## src/rtl/hpdcache_sram_rmw_ctrl.sv

```systemverilog
// Byte-enable write front-end for a full-word 1RW SRAM using read-modify-write.
// Define HPDCACHE_SRAM_RMW_FULLWORD_BYPASS_EN to write all-ones byte-enable requests directly.
module hpdcache_sram_rmw_ctrl #(
    parameter int unsigned ADDR_SIZE = 8,
    parameter int unsigned DATA_SIZE = 256
) (
    input  logic                   clk,
    input  logic                   rst_n,

    input  logic                   req_valid,
    output logic                   req_ready,
    input  logic                   req_we,
    input  logic [ADDR_SIZE-1:0]   req_addr,
    input  logic [DATA_SIZE-1:0]   req_wdata,
    input  logic [DATA_SIZE/8-1:0] req_be,

    output logic                   rsp_valid,
    output logic [DATA_SIZE-1:0]   rsp_rdata,

    output logic                   sram_cs,
    output logic                   sram_we,
    output logic [ADDR_SIZE-1:0]   sram_addr,
    output logic [DATA_SIZE-1:0]   sram_wdata,
    input  logic [DATA_SIZE-1:0]   sram_rdata
);

    localparam int unsigned BE_SIZE = DATA_SIZE / 8;

    // state  | meaning
    // IDLE   | no access outstanding, accepting requests
    // RD_RSP | read issued last cycle, rsp_valid driven from sram_rdata
    // MERGE  | old word on sram_rdata, write back merged word
    typedef enum logic [1:0] {
        IDLE   = 2'd0,
        RD_RSP = 2'd1,
        MERGE  = 2'd2
    } state_t;

    state_t                 state, state_next;
    logic [ADDR_SIZE-1:0]   addr_q;
    logic [DATA_SIZE-1:0]   wdata_q;
    logic [BE_SIZE-1:0]     be_q;
    logic                   capture;
    logic [DATA_SIZE-1:0]   merged;
    logic                   full_be;

    assign full_be = &req_be;

    always_comb begin
        merged = sram_rdata;
        for (int i = 0; i < int'(BE_SIZE); i++) begin
            if (be_q[i]) merged[8*i +: 8] = wdata_q[8*i +: 8];
        end
    end

    always_comb begin
        state_next = IDLE;
        req_ready  = 1'b1;
        rsp_valid  = 1'b0;
        rsp_rdata  = sram_rdata;
        sram_cs    = 1'b0;
        sram_we    = 1'b0;
        sram_addr  = req_addr;
        sram_wdata = req_wdata;
        capture    = 1'b0;

        if (state == MERGE) begin
            req_ready  = 1'b0;
            sram_cs    = 1'b1;
            sram_we    = 1'b1;
            sram_addr  = addr_q;
            sram_wdata = merged;
        end else begin
            rsp_valid = (state == RD_RSP);
            if (req_valid) begin
                if (!req_we) begin
                    sram_cs    = 1'b1;
                    state_next = RD_RSP;
                end else if (req_be != '0) begin
`ifdef HPDCACHE_SRAM_RMW_FULLWORD_BYPASS_EN
                    if (full_be) begin
                        sram_cs = 1'b1;
                        sram_we = 1'b1;
                    end else begin
                        sram_cs    = 1'b1;
                        capture    = 1'b1;
                        state_next = MERGE;
                    end
`else
                    // full-word writes still go through RMW so both builds
                    // leave identical SRAM contents
                    sram_cs    = 1'b1;
                    capture    = 1'b1;
                    state_next = MERGE;
`endif
                end
            end
        end
    end

    always_ff @(posedge clk or negedge rst_n) begin
        if (!rst_n) begin
            state   <= IDLE;
            addr_q  <= '0;
            wdata_q <= '0;
            be_q    <= '0;
        end else begin
            state <= state_next;
            if (capture) begin
                addr_q  <= req_addr;
                wdata_q <= req_wdata;
                be_q    <= req_be;
            end
        end
    end

`ifndef HPDCACHE_SRAM_RMW_FULLWORD_BYPASS_EN
    logic unused_full_be;
    assign unused_full_be = full_be;
`endif

endmodule

```

## config.mk

```make
export PLATFORM = sky130hd
export DESIGN_NAME = hpdcache_sram_rmw_ctrl
export DESIGN_NICKNAME = d
export VERILOG_FILES = /design/src/rtl/hpdcache_sram_rmw_ctrl.sv
export SDC_FILE = /design/constraint.sdc
export NUM_CORES = 1
export LEC_CHECK = 0
export ABC_AREA = 1
export BUFFER_PORTS_ARGS = -buffer_cell sky130_fd_sc_hd__buf_4
export CAP_MARGIN = 5
export CORE_AREA = 2 2 426 428
export DETAILED_ROUTE_END_ITERATION = 12
export DIE_AREA = 0 0 428 430
export GPL_TIMING_DRIVEN = 1
export PLACE_DENSITY = 0.3
export SYNTH_ARGS = -nofsm -noshare
export SYNTH_HDL_FRONTEND = slang
export SYNTH_SLANG_ARGS = --single-unit
```

## constraint.sdc

```tcl
create_clock -name clk -period 4.8 [get_ports clk]
set_input_delay 0.96 -clock clk [delete_from_list [all_inputs] [get_ports clk]]
set_output_delay 0.96 -clock clk [all_outputs]
set_load 0.02 [all_outputs]
```

# After elaboration in Yosys (flattened, before gate mapping)

Cells that the tools add are included.

Register bits: 298
Bits of input ports: 556
Word-level logic and storage cells: 55

Equality and inequality tests: 2
Muxes and demuxes: 48
Reduce and logical (&&, ||, !) cells: 1

Operators with widths:

| cell               | count |
|---|---|
| $mux 8             | 33 |
| $mux 256           | 1 |
| $reduce_bool 32->1 | 1 |
| $mux 1             | 10 |
| $mux 2             | 4 |
| $eq 2x1->1 const B | 1 |
| $eq 2x2->1 const B | 1 |

# Logic depth before layout (Yosys ltp)

Word-level depth: 5
Gate-level depth with buffers: 10
Gate-level depth less buffers: 8

# Least setup slack after synthesis

Ideal clock, no wire load.

Path type: register to output
Start: reg state[0]
End: out sram_wdata[225]
Arrival time: 1.628 ns
Required time: 3.840 ns
Slack: 2.212 ns
Stages on the path, launching flop included: 6
Buffers on the path: 2
Path through: dfrtp_1 nor2_2 clkbuf_1 clkbuf_1 o21ai_0 o21ai_0

Longest elaborated chain between the ends: 2

Ends and longest elaborated chain:

| element                  | line | source |
|---|---|---|
| start: declaration       | 39   | `state_t state, state_next;` |
| start signal: assignment | 108  | `state <= state_next;` |
| $eq 2x2->1               | 67   | `if (state == MERGE) begin` |
| $mux 256                 | 67   |  |
| end: declaration         | 23   | `output logic [DATA_SIZE-1:0] sram_wdata,` |

No other way between the ends.

# Worst setup path after layout

Start: reg state[0]
End: out sram_wdata[67]

Same word-level chain as after synthesis.

==> reports/qor.txt <==
Top FF cell, synth: dfrtp_1
WS Path Type: reg -> out
vias per cell: 3.68
Crit-path slowest cell: o21ai_0
via count: 21812
vias in the first global route: 21990
Crit path arrival time: 3300 ps
Post-Layout Cell Count: 5924
CP endpoint kind: output port
# setup viols final: 0
clock network power share: 36.2%
Worst slew margin: 11.1%
RR Endpoint: wdata_q[226]
largest family of logic cells by synthesized area: simple AND/OR/NAND/NOR gates
Comb power frac: 30.6%
Avg Synthesized Cell Area: 6.82 um2
gr usage total: 14.8%
fin crit share: 88.7%
clk_lat worst skew: 640 ps
initial DRC count: 1382
CP startpoint: state[0]
first-pass GRT wire length: 191000 um
setup TNS: 0 ps
Buf+Inv Stages, Crit Path: 2
Pwr Density: 330 nW/um2
NetSw: 0.00366 W
largest net degree at the start of global routing: 97
row count: 156
clock-pin slew on the worst setup and hold paths: 50 ps
Tmin final: 4260 ps
Cell Area, Placed: 27900 um2
post-synthesis compound-gate area fraction: 13.7%
cell area after layout: 29400 um2
Synth Area in XOR/XNOR: 0%
Switching Share: 37.7%
Final Net Count: 4070
post-cts resize count: 0
Synth Register Bits: 298
Vert. Die Dim: 430 um
CTS buffer count: 46
Simple-Gate Fraction of Synth Area: 31.2%
status: finished clean
post-synthesis async set-or-reset flop share: 100%
skew final: 32.1 ps
drt wl/cell: 23.9 um
hold crit path type: in -> async
CP Data Required Time: 3840 ps
Critical Path Stages: 5
max-slew violations: 0
CP top delay family: compound AO/OA/AOI/OAI gates
R2R Path Start: state[0]
die area: 184000 um2
EDFF count, synth: 0
Pint: 0.00605 W
Seq pwr share: 33.2%
crit path cell chain: nor2_4 -> buf_4 -> o21ai_0 -> o21ai_0 -> buf_4
H-tree depth: 2
CTS tree: yes
Max Buffers Root-to-Sink: 3
flop-to-flop setup slack: 2130 ps
remaining antenna violation count after routing: 0
CP Launch Type: flip-flop
Fmax achieved: 0.235 GHz
num ports: 1080
RSZ-0062 raised after global routing: no
hpwl dp: 113000 um
Critical Path End: sram_wdata[67]
Post-Synth Adder-Cell Area: 0%
Final Hold Vio Count: 0
Slew @ Worst Pin: 1320 ps
post-placement cell count: 5836
VDD IR max: 0.000255 V
worst stage delay on the critical path: 980 ps
Area growth syn-to-layout: 56.3%
share of cells above drive strength 1: 34.3%
Power Total: 0.00971 W
Pleak: 14.8 nW
starting density of the core: 10.5%
Worst Path Max Fanout: 10
core area: 180000 um2
I/O Buffers: 1079
Die X: 428 um
number of max-cap violations: 0
Root Driver: clkbuf_16
mux contribution to synthesized area: 0%
initial antenna violation count: 25
Hold Buf Count CTS: 0
GRT overflow: 0
final core occ: 16.4%
Syn. warnings: 0
DRC Markers: 0
Routed WL: 142000 um
DRT Pass-1 Iters: 7
Cells after Synth: 2762
setup bufs post-CTS: 0
Synthesized Nets: 3318
clock sink total: 298
Netlist cell types: 16
post-synthesis sequential area ratio: 39.6%
RD Place Congestion: 0.914
Reg2Reg Depth: 8
Synth Cell Area: 18800 um2
==> metal layers <==
metal / wire (um) / vias up / track usage (%) / share of wire, %
met5: 13 / - / 0 / 0.0092
met2: 70000 / 663 / 25.3 / 49
met3: 8060 / 102 / 3.18 / 5.7
met4: 2150 / 2 / 2.91 / 1.5
met1: 61500 / 10818 / 18.9 / 43
li1: - / 10227 / - / -
==> metrics by stage <==
stage	worst slack (ps)	hold slack, ps
6_report	540	408
5_1_grt	251	409
4_1_cts	233	379
3_5_place_dp	965	459
3_3_place_gp	859	454
2_1_floorplan	2210	442
==> worst min path at each step <==
| stage | start | to |
|---|---|---|
| after floorplan | addr_q[0] | addr_q[0] |
| after global placement | wdata_q[247] | wdata_q[247] |
| after detailed placement | wdata_q[128] | wdata_q[128] |
| after CTS | rst_n | wdata_q[63] |
| after global routing | rst_n | wdata_q[63] |
| final | rst_n | wdata_q[37] |
==> Yosys cell counts (16+ instances only) <==
| cell | count | area [um2] |
|---|---|---|
| nor2_1 | 278 | 1040 |
| inv_1 | 42 | 158 |
| nand3_1 | 298 | 1490 |
| o21ai_0 | 512 | 2560 |
| clkbuf_2 | 16 | 80.1 |
| buf_1 | 17 | 63.8 |
| clkbuf_1 | 71 | 267 |
| dfrtp_1 | 298 | 7460 |
| buf_2 | 80 | 400 |
| buf_4 | 259 | 1940 |
| nand2_1 | 886 | 3330 |
==> flip-flops by register name (all words and copies together), names as in the netlist <==
register	cells
wdata_q	256
addr_q	8
state	2
be_q	32
==> layout by cell type (no fill, tap or decap) <==
master / instances
nand3_1: 298
buf_4: 1128
clkbuf_16: 46
nor3b_2: 1
inv_16: 2
clkbuf_8: 11
buf_12: 18
clkinv_2: 2
dfrtp_1: 298
nor2_4: 1
clkinv_8: 1
bufinv_16: 2
nand2_4: 1
inv_8: 1
clkinvlp_4: 1
buf_8: 1
nand2_1: 885
diode_2: 8
o21ai_0: 512
clkbuf_1: 14
nor3_1: 1
clkinv_4: 1
inv_1: 42
nor2_1: 278
o21ai_4: 1
==> worst reg2reg max path, cell delays in order (launching register included) <==
cell,delay (ps)
dfrtp_1,400
nor2_4,600
buf_12,340
nor3b_2,200
o21ai_4,130
buf_12,270
buf_12,370
nand2_1,220
nand2_1,80
==> area by class of cell <==
type | instances | area (um2)
Multi-Input combinational cell | 1978 | 8480
Timing Repair Buffer | 1147 | 8840
Inverter | 43 | 169
Clock inverter | 9 | 143
Antenna cell | 8 | 20.0
Sequential cell | 298 | 7460
Clock buffer | 71 | 1360
Tap cell | 2370 | 2970
Fill cell | 20694 | 150000
==> cells by family (layout without fill, tap and decap cells) <==
kind of cell,count (synthesis),count (layout)
flops,298,298
buf+inv,486,1270
simple gates,1465,1465
other cells,0,8
compound gates,513,513
==> power groups by stage <==
stage	Clock (W)	Combinational, W	Sequential [W]
after CTS	0.00371	0.00304	0.00323
after global placement	0	0.00304	0.00327
final	0.00352	0.00297	0.00322
after global routing	0.00379	0.00324	0.00328
after floorplan	0	0.00152	0.00308
after detailed placement	0	0.00303	0.00327
(Power assumes the default switching activity.)
